File: config.mk
export PLATFORM = sky130hd
export DESIGN_NAME = bcd_display_counter_flat
export DESIGN_NICKNAME = d
export VERILOG_FILES = /design/src/rtl/bcd_display_counter_if.sv /design/src/rtl/bcd_display_counter.sv /design/src/flat_wrapper.sv
export SDC_FILE = /design/constraint.sdc
export NUM_CORES = 1
export LEC_CHECK = 0
export ABC_AREA = 1
export BUFFER_PORTS_ARGS = -buffer_cell sky130_fd_sc_hd__buf_2
export CAP_MARGIN = 20
export CORE_MARGIN = 5
export CORE_UTILIZATION = 35
export CTS_CLUSTER_SIZE = 40
export DETAILED_ROUTE_END_ITERATION = 10
export GPL_ROUTABILITY_DRIVEN = 0
export SLEW_MARGIN = 40
export SYNTH_ARGS = -nofsm -noshare
export SYNTH_HDL_FRONTEND = slang
export SYNTH_SLANG_ARGS = --single-unit
File: constraint.sdc
create_clock -name clk -period 5.13 [get_ports clk]
set_clock_uncertainty 0.1 [all_clocks]
set_input_delay 0.513 -clock clk [delete_from_list [all_inputs] [get_ports clk]]
set_output_delay 0.513 -clock clk [all_outputs]
set_load 0.005 [all_outputs]
File: src/rtl/bcd_display_counter_if.sv
// Control and display bundle for bcd_display_counter: count/load requests in, digit codes and status out.
interface bcd_display_counter_if #(
    parameter int DIGITS = 2,
    parameter int BIN_W  = 8
);
    logic                  en;
    logic                  up_dn;
    logic                  load;
    logic [4*DIGITS-1:0]   load_val;
    logic [8*DIGITS-1:0]   digits;
    logic [BIN_W-1:0]      bin_value;
    logic                  wrap;
    logic                  load_err;

    modport master (
        output en, up_dn, load, load_val,
        input  digits, bin_value, wrap, load_err
    );

    modport slave (
        input  en, up_dn, load, load_val,
        output digits, bin_value, wrap, load_err
    );
endinterface

File: src/rtl/bcd_display_counter.sv
// Up/down BCD counter with parallel binary shadow, range-checked BCD load and wrap/load_err pulses.
// Optional macro LEADING_ZERO_BLANK_EN replaces leading zero digits (never digit 0) with BLANK_CODE.
module bcd_display_counter #(
    parameter int DIGITS     = 2,
    parameter int MIN_VAL    = 1,
    parameter int MAX_VAL    = 99,
    parameter int RESET_VAL  = 1,
    parameter int BIN_W      = 8,
    parameter int BLANK_CODE = 88
) (
    input  logic                  clk,
    input  logic                  reset,
    bcd_display_counter_if.slave  bus
);

    function automatic logic [4*DIGITS-1:0] to_bcd(input int value);
        logic [4*DIGITS-1:0] r;
        int                  v;
        r = '0;
        v = value;
        for (int i = 0; i < DIGITS; i++) begin
            r[4*i +: 4] = 4'(v % 10);
            v = v / 10;
        end
        return r;
    endfunction

    localparam logic [4*DIGITS-1:0] MIN_BCD   = to_bcd(MIN_VAL);
    localparam logic [4*DIGITS-1:0] MAX_BCD   = to_bcd(MAX_VAL);
    localparam logic [4*DIGITS-1:0] RESET_BCD = to_bcd(RESET_VAL);
    localparam logic [BIN_W-1:0]    MIN_BIN   = BIN_W'(MIN_VAL);
    localparam logic [BIN_W-1:0]    MAX_BIN   = BIN_W'(MAX_VAL);
    localparam logic [BIN_W-1:0]    RESET_BIN = BIN_W'(RESET_VAL);

    logic [4*DIGITS-1:0] count_reg, count_next;
    logic [BIN_W-1:0]    bin_reg, bin_next;
    logic                wrap_reg, wrap_next;
    logic                load_err_reg, load_err_next;

    logic [4*DIGITS-1:0] inc_bcd, dec_bcd;
    logic [31:0]         load_bin;
    logic                load_ok;
    logic [DIGITS-1:0]   blank;

    // Ripple carry/borrow: a digit changes only while every lower digit rolled over.
    always_comb begin
        logic       carry;
        logic       borrow;
        logic [3:0] d;
        inc_bcd = count_reg;
        dec_bcd = count_reg;
        carry   = 1'b1;
        borrow  = 1'b1;
        for (int i = 0; i < DIGITS; i++) begin
            d = count_reg[4*i +: 4];
            if (carry) begin
                inc_bcd[4*i +: 4] = (d == 4'd9) ? 4'd0 : d + 4'd1;
                carry             = (d == 4'd9);
            end
            if (borrow) begin
                dec_bcd[4*i +: 4] = (d == 4'd0) ? 4'd9 : d - 4'd1;
                borrow            = (d == 4'd0);
            end
        end
    end

    // Decode load_val to binary; non-BCD digits still produce a value but mark it invalid.
    always_comb begin
        logic       digits_ok;
        logic [3:0] d;
        load_bin  = '0;
        digits_ok = 1'b1;
        for (int i = DIGITS - 1; i >= 0; i--) begin
            d = bus.load_val[4*i +: 4];
            if (d > 4'd9) begin
                digits_ok = 1'b0;
            end
            load_bin = load_bin * 32'd10 + {28'd0, d};
        end
        load_ok = digits_ok && (load_bin >= 32'(MIN_VAL)) && (load_bin <= 32'(MAX_VAL));
    end

    always_comb begin
        count_next    = count_reg;
        bin_next      = bin_reg;
        wrap_next     = 1'b0;
        load_err_next = 1'b0;
        if (bus.load) begin
            if (load_ok) begin
                count_next = bus.load_val;
                bin_next   = load_bin[BIN_W-1:0];
            end else begin
                load_err_next = 1'b1;
            end
        end else if (bus.en) begin
            if (bus.up_dn) begin
                if (bin_reg == MAX_BIN) begin
                    count_next = MIN_BCD;
                    bin_next   = MIN_BIN;
                    wrap_next  = 1'b1;
                end else begin
                    count_next = inc_bcd;
                    bin_next   = bin_reg + 1'b1;
                end
            end else begin
                if (bin_reg == MIN_BIN) begin
                    count_next = MAX_BCD;
                    bin_next   = MAX_BIN;
                    wrap_next  = 1'b1;
                end else begin
                    count_next = dec_bcd;
                    bin_next   = bin_reg - 1'b1;
                end
            end
        end
    end

    always_ff @(posedge clk) begin
        if (reset) begin
            count_reg    <= RESET_BCD;
            bin_reg      <= RESET_BIN;
            wrap_reg     <= 1'b0;
            load_err_reg <= 1'b0;
        end else begin
            count_reg    <= count_next;
            bin_reg      <= bin_next;
            wrap_reg     <= wrap_next;
            load_err_reg <= load_err_next;
        end
    end

`ifdef LEADING_ZERO_BLANK_EN
    // Scan from the top: a digit is blank while it and everything above it is zero.
    always_comb begin
        logic all_zero;
        blank    = '0;
        all_zero = 1'b1;
        for (int i = DIGITS - 1; i >= 1; i--) begin
            all_zero = all_zero && (count_reg[4*i +: 4] == 4'd0);
            blank[i] = all_zero;
        end
    end
`else
    assign blank = '0;
`endif

    genvar gi;
    generate
        for (gi = 0; gi < DIGITS; gi++) begin : g_digit
            assign bus.digits[8*gi +: 8] = blank[gi] ? 8'(BLANK_CODE)
                                                     : {4'd0, count_reg[4*gi +: 4]};
        end
    endgenerate

    assign bus.bin_value = bin_reg;
    assign bus.wrap      = wrap_reg;
    assign bus.load_err  = load_err_reg;

endmodule

File: src/flat_wrapper.sv
// flat-port wrapper written by rule: the top's interface ports become plain ports
module bcd_display_counter_flat 
#(
    parameter int DIGITS     = 2,
    parameter int MIN_VAL    = 1,
    parameter int MAX_VAL    = 99,
    parameter int RESET_VAL  = 1,
    parameter int BIN_W      = 8,
    parameter int BLANK_CODE = 88
)
  (clk, reset, bus_en, bus_up_dn, bus_load, bus_load_val, bus_digits, bus_bin_value, bus_wrap, bus_load_err);
  bcd_display_counter_if #(.DIGITS(DIGITS), .BIN_W(BIN_W)) bus_i ();
  input  logic clk;
  input  logic reset;
  input wire logic [$bits(bus_i.en)-1:0] bus_en;
  input wire logic [$bits(bus_i.up_dn)-1:0] bus_up_dn;
  input wire logic [$bits(bus_i.load)-1:0] bus_load;
  input wire logic [$bits(bus_i.load_val)-1:0] bus_load_val;
  output wire logic [$bits(bus_i.digits)-1:0] bus_digits;
  output wire logic [$bits(bus_i.bin_value)-1:0] bus_bin_value;
  output wire logic [$bits(bus_i.wrap)-1:0] bus_wrap;
  output wire logic [$bits(bus_i.load_err)-1:0] bus_load_err;
  assign bus_i.en = bus_en;
  assign bus_i.up_dn = bus_up_dn;
  assign bus_i.load = bus_load;
  assign bus_i.load_val = bus_load_val;
  assign bus_digits = bus_i.digits;
  assign bus_bin_value = bus_i.bin_value;
  assign bus_wrap = bus_i.wrap;
  assign bus_load_err = bus_i.load_err;
  bcd_display_counter #(.DIGITS(DIGITS), .MIN_VAL(MIN_VAL), .MAX_VAL(MAX_VAL), .RESET_VAL(RESET_VAL), .BIN_W(BIN_W), .BLANK_CODE(BLANK_CODE)) u_core (.clk(clk), .reset(reset), .bus(bus_i));
endmodule
==> impl_metrics.py, run 1 <==
metrics = {
    "routing": {
        "drtPass1Iterations": 4,
        "postRouteAntennaNets": 0,
        "drc": 0,
        "via_per_inst": 4.86,
        "vias": 2137,
        "drt_first_iter_violations": 110,
        "finalWirelength_um": 5640,
        "routedWlPerCell_um": 12.8,
    },
    "setup_path": {
        "slowest_delay_ps": 500,
        "crit_top_cell": "nand2_1",
        "setup.worst_path.end_class": "flip-flop",
        "cp_cell_sequence": "buf_2 -> ha_1 -> ha_1 -> fa_1 -> nand2_1 -> a21oi_2 -> nand2_1 -> nand2_1 -> nand2_2 -> nor2_4 -> nand4_4 -> nand2_2 -> nand2_1 -> nand2_1 -> nor2_1",
        "r2r-start": "u_core.bus.bin_value[0]",
        "ff2ff_path_depth": 12,
        "crit_start": "bus_load_val[5]",
        "crit_type": "input port to flip-flop",
        "cp-start-kind": "input port",
        "crit_path_top_delay_cell": "fa_1",
        "reg2reg_to": "u_core.count_reg[5]",
        "cp.required_ps": 5190,
        "cp.arrival_ps": 3050,
        "crit_fanout": 18,
        "endpoint": "u_core.bus.bin_value[6]",
        "r2r_slack_ps": 2830,
    },
    "power_and_ir_drop": {
        "leakagePower_nw": 1.17,
        "finalPower_uw": 558,
        "power_switching_uw": 239,
        "ir_drop_uv": 141,
        "seqPwrFrac_pct": 32.7,
        "p_comb_share_pct": 45.3,
        "swShare_pct": 42.8,
        "p_per_area_nw_per_um2": 250,
        "clockPowerShare_pct": 22.0,
        "internal-power_uw": 319,
    },
    "sta": {
        "setup_viol": 0,
        "hold_violations": 0,
        "fin_tns_setup_ps": 0,
        "drv_slew": 0,
        "clock.fmax_ghz": 0.335,
        "period_needed_ps": 2990,
        "rsz0062_at_grt": "false",
        "whs_ps": 349,
        "period_share_pct": 58.3,
        "max-slew-margin-rel_pct": 61.7,
        "worst_pin_slew_ps": 572,
    },
    "floorplanning": {
        "fp.dieW_um": 86.1,
        "rows": 27,
        "coreArea_um2": 5570,
        "io_pins": 39,
        "dieArea_um2": 7410,
        "initial_core_util_pct": 36.3,
        "die_h_um": 86.1,
    },
    "global_routing": {
        "antenna_found_initial": 0,
        "grt_first_pass_wirelength_um": 9660,
        "grt_pass1_vias": 2062,
        "gr-total-overflow": 0,
        "grt_usage_pct": 15.9,
        "grt_max_degree": 19,
    },
    "final_layout": {
        "fillerInstances": 627,
        "syn_to_final_growth_pct": 10.4,
        "drive_gt1_share_pct": 13.6,
        "antenna_cells": 0,
        "nets": 394,
        "design_area_um2": 2230,
        "post-route-util_pct": 40.1,
    },
    "status": {
        "status": "finished clean",
    },
    "placed_design": {
        "dpl_cell_area_um2": 2180,
        "dpl.hpwl_um": 4380,
        "port_buffers": 30,
    },
    "run": {
        "drv_cap": 0,
    },
    "synthesis": {
        "synth_cell_types": 35,
        "ys_warn_count": 0,
        "async_flop_share_pct": 0,
        "synth_seq_cells": 18,
        "syn_avg_cell_area_um2": 5.90,
        "synthCells": 343,
        "synth-edff-count": 0,
        "syn_area_um2": 2020,
        "synthFlopType": "dfxtp_1",
        "synth-seq-area-share_pct": 17.8,
    },
    "clocking": {
        "clk_latency_ps": 260,
        "cts_tree": "yes",
        "cts_resized": 0,
        "clkTransAtPathRegs_ps": 80,
        "max-clock-path-buffers": 2,
        "post-cts-setup-buffers": 0,
        "cts_made_buffers": 3,
        "cts-root-buf": "clkbuf_8",
        "holdBufCountCts": 0,
        "cts.sinks": 18,
        "cts-htree-levels": 1,
    },
    "min_path": {
        "hp-class": "input port to flip-flop",
    },
}
## cell families after synthesis
family | synth area share, %
buffers and inverters | 12.2
flip-flops | 17.8
multiplexers | 1.48
adder cells (fa/ha/maj) | 8.16
other | 0.185
AND/OR/NAND/NOR | 43.9
XOR/XNOR | 5.19
AO/OA/AOI/OAI | 11.1
## layout make-up
type	instances	area (um^2)	area share [%]
sequential	18	360	16.1
timing repair buffer	30	150	6.72
inverter	36	135	6.05
multi-input combinational	280	1440	64.6
clock buffer	4	55.1	2.46
tap	72	90.1	4.03
## power by group through the flow
stage / Clock [mW] / Combinational (mW) / Sequential, mW
floorplan: 0 / 0.196 / 0.178
global placement: 0 / 0.251 / 0.185
detailed placement: 0 / 0.251 / 0.185
CTS: 0.128 / 0.253 / 0.182
global route: 0.135 / 0.292 / 0.186
finish: 0.123 / 0.253 / 0.183
## stage by stage
step                instances  setup slack (ps)
floorplan                 350              2410
global placement          436              1950
detailed placement        436              1860
CTS                       440              2140
global route              440              1900
finish                    440              2140
## layout by cell type (no fill, tap or decap)
| cell type | n |
|---|---|
| nor2_2 | 1 |
| nand2_2 | 5 |
| clkinv_1 | 1 |
| o211ai_1 | 2 |
| conb_1 | 8 |
| a21oi_2 | 1 |
| nor2_1 | 53 |
| a21oi_1 | 12 |
| nand2_1 | 102 |
| xor2_1 | 10 |
| clkbuf_8 | 4 |
| and3_1 | 1 |
| o22ai_1 | 3 |
| fa_1 | 2 |
| or2_2 | 1 |
| nor3_1 | 3 |
| o21ai_2 | 1 |
| o21a_1 | 1 |
| nand4_4 | 1 |
| mux2i_1 | 3 |
| nand3_2 | 3 |
| dfxtp_1 | 18 |
| nor4_1 | 1 |
| o21ai_0 | 18 |
| nor2_4 | 1 |
| nand3_1 | 31 |
| o2111ai_2 | 1 |
| inv_2 | 1 |
| xnor2_1 | 2 |
| ha_1 | 10 |
| nand4_1 | 3 |
| buf_2 | 30 |
| inv_1 | 34 |
## how the worst min path moves through the flow
stage                              startpoint                 endpoint  slack [ps]  cells after the start
after floorplan           u_core.count_reg[6]      u_core.count_reg[6]         420                      2
after global placement    u_core.count_reg[5]      u_core.count_reg[5]         440                      2
after detailed placement  u_core.count_reg[5]      u_core.count_reg[5]         450                      2
after CTS                               reset  u_core.bus.bin_value[6]         340                      2
after global routing                    reset  u_core.bus.bin_value[6]         340                      2
final                                   reset      u_core.count_reg[2]         350                      2
## critical path, delay by kind of cell
family                     cells  cell delay [ps]
and+or+nand+nor               10             1180
adders and majority gates      3             1040
AOI/OAI and AO/OA              1              150
buffers and inverters          1              140
## layer usage
metal  track usage, %  vias up  routed length, um
li1                 -     1137                  -
met1             21.3      955               2700
met2             26.7       41               2650
met3             2.50        4                254
met4             3.45        0                 44
met5                0        -                  0
## synth_stat cells (2+ instances only)
cell,instances,share of area [%]
buf_2,2,0.49
dfxtp_1,18,18
o22ai_1,3,0.93
mux2i_1,3,1.5
o21ai_0,18,4.5
nand3_1,31,7.7
nand3_2,3,1.5
nor2_1,53,9.8
fa_1,2,2.0
ha_1,10,6.2
nor3_1,3,0.74
buf_6,2,1.1
xnor2_1,2,0.87
xor2_1,10,4.3
nand2_2,5,1.5
o211ai_1,2,0.74
buf_4,9,3.3
nand4_1,3,0.93
nand2_1,102,19
clkbuf_1,3,0.56
inv_1,34,6.3
a21oi_1,12,3.0
Power figures use the tool's default switching activity.
==> inputs of run 2 (changes only) <==
==> constraint.sdc (replaced) <==
create_clock -name clk -period 2.7 [get_ports clk]
set_clock_uncertainty 0.1 [all_clocks]
set_input_delay 0.27 -clock clk [delete_from_list [all_inputs] [get_ports clk]]
set_output_delay 0.27 -clock clk [all_outputs]
set_load 0.005 [all_outputs]
==> run 2 against run 1 <==
First-iteration DRC count up 94%. Power rose by 92%. Utilization up 2.4 points. Sequential share of layout area decreased by 0.91 points. Design area up 6.0%. Critical path depth did not move. Register-to-register slack got worse by 2400 ps. Largest power group unchanged. Non-clock buffer count increased by 16. Combinational power grew 110%. Via count is 6.1% higher. Cell count rose by 3.4%. Worst hold slack got worse by 240 ps.
==> impl_metrics.py, run 2 (synthesis results as in run 1) <==
metrics = {
    "status": {
        "status": "finished clean",
    },
    "routing": {
        "postRouteAntennaNets": 0,
        "finalWirelength_um": 5930,
        "vias": 2267,
        "routedWlPerCell_um": 13.0,
        "via_per_inst": 4.98,
        "drc": 0,
        "drtPass1Iterations": 5,
        "drt_first_iter_violations": 213,
    },
    "sta": {
        "whs_ps": 109,
        "hold_violations": 0,
        "clock.fmax_ghz": 0.393,
        "fin_ws_ps": 154,
        "period_needed_ps": 2550,
        "drv_slew": 0,
        "setup_viol": 0,
        "rsz0062_at_grt": "false",
        "worst_pin_slew_ps": 515,
        "max-slew-margin-rel_pct": 65.6,
        "period_share_pct": 94.3,
    },
    "final_layout": {
        "final_common_cell": "nand2_1",
        "antenna_cells": 0,
        "syn_to_final_growth_pct": 17.0,
        "drive_gt1_share_pct": 18.0,
        "post-route-util_pct": 42.5,
        "final_cell_mix": "nand2_1, nor2_1, inv_1, nand3_1, buf_2",
        "nets": 410,
        "fillerInstances": 634,
    },
    "floorplanning": {
        "io_pins": 39,
        "die_h_um": 86.1,
        "coreArea_um2": 5570,
        "dieArea_um2": 7410,
        "initial_core_util_pct": 36.3,
        "fp.dieW_um": 86.1,
        "rows": 27,
    },
    "global_routing": {
        "grt_max_degree": 18,
        "antenna_found_initial": 0,
        "grt_usage_pct": 16.4,
        "gr-total-overflow": 0,
        "grt_pass1_vias": 2228,
        "grt_first_pass_wirelength_um": 10100,
    },
    "setup_path": {
        "crit_top_cell": "nand2_2",
        "crit_type": "input port to flip-flop",
        "crit_path_top_delay_cell": "fa_1",
        "crit_fanout": 7,
        "path_buf_inv": 4,
        "cp_cell_sequence": "buf_2 -> ha_1 -> ha_1 -> fa_1 -> nand2_2 -> inv_1 -> nand2_1 -> nand3_1 -> nand2_2 -> inv_1 -> nand2_2 -> nand4_4 -> buf_6 -> a21oi_1 -> nor2_2",
        "cp.required_ps": 2750,
        "cp-start-kind": "input port",
        "crit_family": "adder cells",
        "cp.arrival_ps": 2600,
        "setup.worst_path.end_class": "flip-flop",
        "slowest_delay_ps": 470,
    },
    "clocking": {
        "cts-root-buf": "clkbuf_8",
        "max-clock-path-buffers": 2,
        "cts_tree": "yes",
        "clk_latency_ps": 260,
        "cts-htree-levels": 1,
        "cts_made_buffers": 3,
        "cts.sinks": 18,
        "clkTransAtPathRegs_ps": 70,
    },
    "run": {
        "drv_cap": 0,
    },
    "power_and_ir_drop": {
        "p_per_area_nw_per_um2": 452,
        "ir_drop_uv": 185,
        "leakagePower_nw": 1.25,
    },
    "placed_design": {
        "dp_slack_ps": -141,
        "port_buffers": 30,
        "dpl.hpwl_um": 4650,
    },
    "min_path": {
        "hp-class": "input port to flip-flop",
    },
}
[run 2: cell types whose count changed in the layout (fill, tap and decap cells not counted)]
cell	change
buf_6	+3
buf_4	+13
nand2_4	+1
nor2_1	-1
clkbuf_8	-1
nor2_2	+1
nand2_2	+1
a21oi_1	-1
a21oi_2	+1
nand2_1	-2
[run 2: report_power, final]
| group | switching [mW] | internal (mW) |
|---|---|---|
| registers | 0.0468 | 0.297 |
| clock network | 0.0957 | 0.0994 |
| logic | 0.319 | 0.211 |
| total | 0.462 | 0.608 |
[run 2: worst reg2reg max path, cell delays in order (launching register included)]
cell and delay, ps:
dfxtp_1 480, ha_1 260, nand2_1 70, nor2_1 80
nand2_1 170, nand2_1 280, inv_2 130, o21ai_2 90
o2111ai_2 160, nand2_2 170, nand2_1 70, nand2_1 60
nor2_1 40
[run 2: layout make-up]
| cell class | count | area, um^2 | area share, % |
|---|---|---|---|
| Multi-Input combinational cell | 280 | 1460 | 61.6 |
| Inverter | 36 | 135 | 5.71 |
| Tap cell | 72 | 90.1 | 3.80 |
| Sequential cell | 18 | 360 | 15.2 |
| Clock buffer | 3 | 41.3 | 1.74 |
| Timing Repair Buffer | 46 | 282 | 11.9 |
[run 2: routing by layer]
metal,global-route usage (%),vias up,share of wire [%]
met5,0,-,0
met2,27.1,78,47
met3,2.11,6,6.2
li1,-,1161,-
met1,22.3,1022,46
met4,3.88,0,0.74
[run 2: final timing paths]
path	cells past startpoint	slack (ps)	end	from
setup / recovery	15	150	u_core.count_reg[7]	bus_load_val[5]
hold reg to reg	2	450	u_core.count_reg[6]	u_core.count_reg[6]
hold / removal	2	110	u_core.bus.bin_value[6]	reset
setup reg to reg	12	430	u_core.count_reg[5]	u_core.bus.bin_value[1]
[run 2: what timing repair did]
action / CTS / global route
endpoints found under the hold margin: 0 / 0
gates resized for setup: 0 / 9
hold buffers: 0 / 0
setup endpoints to repair: 0 / 13
setup buffers: 0 / 2
[run 2: through the flow]
step	setup TNS [ps]	instance area [um^2]	power (mW)	instances
3_5_place_dp	-1590	2280	0.860	450
3_3_place_gp	-856	2280	0.857	450
2_1_floorplan	0	2050	0.711	350
4_1_cts	0	2330	1.06	453
6_report	0	2370	1.07	455
5_1_grt	0	2370	1.17	455
==> inputs of run 3 (changes only) <==
--- a/config.mk
+++ b/config.mk
@@ -8,7 +8,7 @@
 export ABC_AREA = 1
 export BUFFER_PORTS_ARGS = -buffer_cell sky130_fd_sc_hd__buf_2
 export CAP_MARGIN = 20
-export CORE_MARGIN = 5
+export CORE_MARGIN = 10
 export CORE_UTILIZATION = 35
 export CTS_CLUSTER_SIZE = 40
 export DETAILED_ROUTE_END_ITERATION = 10
==> run 3 against run 2 <==
Die area is 25% higher. Wire length shrank 0.62%. Setup slack improved by 72 ps. Power increased by 2.7%. First-iteration DRC count decreased by 38%. Non-clock buffer count is the same. Critical path depth down 1. Cell count increased by 0.22%. Critical path type unchanged. Largest power group unchanged.
==> impl_metrics.py, run 3 (synthesis results as in run 1) <==
metrics = {
    "status": {
        "status": "finished clean",
    },
    "clocking": {
        "clkTransAtPathRegs_ps": 80,
        "clk_latency_ps": 260,
        "max-clock-path-buffers": 2,
        "cts.sinks": 18,
        "cts_tree": "yes",
        "cts_made_buffers": 3,
        "cts-root-buf": "clkbuf_8",
        "cts-htree-levels": 1,
    },
    "sta": {
        "max-slew-margin-rel_pct": 65.2,
        "period_needed_ps": 2470,
        "setup_viol": 0,
        "worst_pin_slew_ps": 521,
        "drv_slew": 0,
        "period_share_pct": 91.6,
        "rsz0062_at_grt": "false",
        "fin_tns_setup_ps": 0,
        "clock.fmax_ghz": 0.404,
        "hold_violations": 0,
    },
    "final_layout": {
        "post-route-util_pct": 42.4,
        "syn_to_final_growth_pct": 16.7,
        "final_common_cell": "nand2_1",
        "final_cell_mix": "nand2_1, nor2_1, inv_1, nand3_1, buf_2",
        "antenna_cells": 0,
        "nets": 410,
        "instances_no_fill": 456,
        "drive_gt1_share_pct": 18.0,
    },
    "setup_path": {
        "reg2reg_to": "u_core.count_reg[5]",
        "ff2ff_path_depth": 12,
        "cp-start-kind": "input port",
        "r2r_slack_ps": 470,
        "cp.arrival_ps": 2540,
        "cp.required_ps": 2760,
        "crit_fanout": 10,
        "r2r-start": "u_core.bus.bin_value[1]",
        "crit_type": "input port to flip-flop",
        "setup.worst_path.end_class": "flip-flop",
    },
    "global_routing": {
        "antenna_found_initial": 0,
        "grt_first_pass_wirelength_um": 9640,
        "grt_pass1_vias": 2048,
        "grt_usage_pct": 12.9,
        "gr-total-overflow": 0,
        "grt_max_degree": 16,
    },
    "routing": {
        "drt_first_iter_violations": 131,
        "drtPass1Iterations": 4,
        "postRouteAntennaNets": 0,
        "drc": 0,
        "finalWirelength_um": 5900,
        "vias": 2252,
        "via_per_inst": 4.94,
        "routedWlPerCell_um": 12.9,
    },
    "floorplanning": {
        "fp.dieW_um": 96.1,
        "io_pins": 39,
        "die_h_um": 96.1,
        "dieArea_um2": 9230,
        "initial_core_util_pct": 36.3,
        "coreArea_um2": 5570,
        "rows": 27,
    },
    "power_and_ir_drop": {
        "ir_drop_uv": 198,
        "finalPower_mw": 1.10,
        "swShare_pct": 42.2,
        "p_per_area_nw_per_um2": 465,
        "leakagePower_nw": 1.25,
        "internal-power_uw": 635,
        "seqPwrFrac_pct": 31.5,
        "power_switching_uw": 463,
        "clockPowerShare_pct": 21.1,
        "p_comb_share_pct": 47.4,
    },
    "placed_design": {
        "dpl.cell_count": 451,
        "dpl.hpwl_um": 4800,
        "port_buffers": 30,
    },
    "min_path": {
        "hold_depth": 2,
        "holdPathEnd": "u_core.bus.bin_value[6]",
        "hp-class": "input port to flip-flop",
        "min_from": "reset",
    },
    "run": {
        "drv_cap": 0,
    },
}
[run 3: routing by layer]
metal  wire, um  vias to the layer above  global-route usage, %
met4         54                        0                   2.95
li1           -                     1158                      -
met3        409                        6                   2.65
met5          0                        -                      0
met1       2720                     1019                   17.3
met2       2710                       69                   20.6
[run 3: worst max-delay path by stage]
| stage | from | to | slack (ps) | cells past startpoint |
|---|---|---|---|---|
| 3_5_place_dp | bus_load_val[5] | u_core.count_reg[1] | -120 | 15 |
| 3_3_place_gp | bus_load_val[5] | u_core.count_reg[1] | -50 | 15 |
| 4_1_cts | bus_load_val[5] | u_core.count_reg[1] | 170 | 15 |
| 2_1_floorplan | bus_load_val[5] | u_core.count_reg[7] | 220 | 13 |
| 5_1_grt | bus_load_val[5] | u_core.count_reg[3] | 6 | 16 |
| 6_report | bus_load_val[5] | u_core.count_reg[1] | 230 | 14 |
[run 3: metrics by stage]
step | hold slack (ps) | worst slack [ps] | instance area [um^2]
after floorplan | 242 | 224 | 2050
after global placement | 396 | -49.9 | 2290
after detailed placement | 395 | -119 | 2290
after CTS | 112 | 167 | 2350
after global routing | 123 | 6.39 | 2360
final | 118 | 226 | 2360
[run 3: layout make-up]
type | instances | area [um^2]
fillers | 620 | 3210
multi-input cells | 280 | 1450
flip-flops and latches | 18 | 360
repair buffers | 46 | 270
inverters | 36 | 135
well taps | 72 | 90.1
clock buffers | 4 | 55.1
[run 3: power groups by stage]
stage	combinational [mW]	sequential (mW)	clock [mW]
5_1_grt	0.596	0.352	0.251
3_3_place_gp	0.510	0.352	0
3_5_place_dp	0.512	0.351	0
4_1_cts	0.515	0.345	0.240
6_report	0.521	0.346	0.231
2_1_floorplan	0.372	0.339	0
[run 3: critical path, stage by stage]
cell and delay [ps]:
buf_2 100, ha_1 280, ha_1 230, fa_1 440
xor2_1 260, nand3_1 130, nand2_2 100, inv_1 50
nand2_2 90, nand4_4 190, nand2_2 220, nand2_1 80
nand2_1 70, nor2_1 40
[run 3: what timing repair did]
action                                  in CTS  in global routing
buffers inserted                             0                  1
hold buffers                                 0                  0
endpoints found under the setup margin       0                  8
gates resized for setup                      0                  3
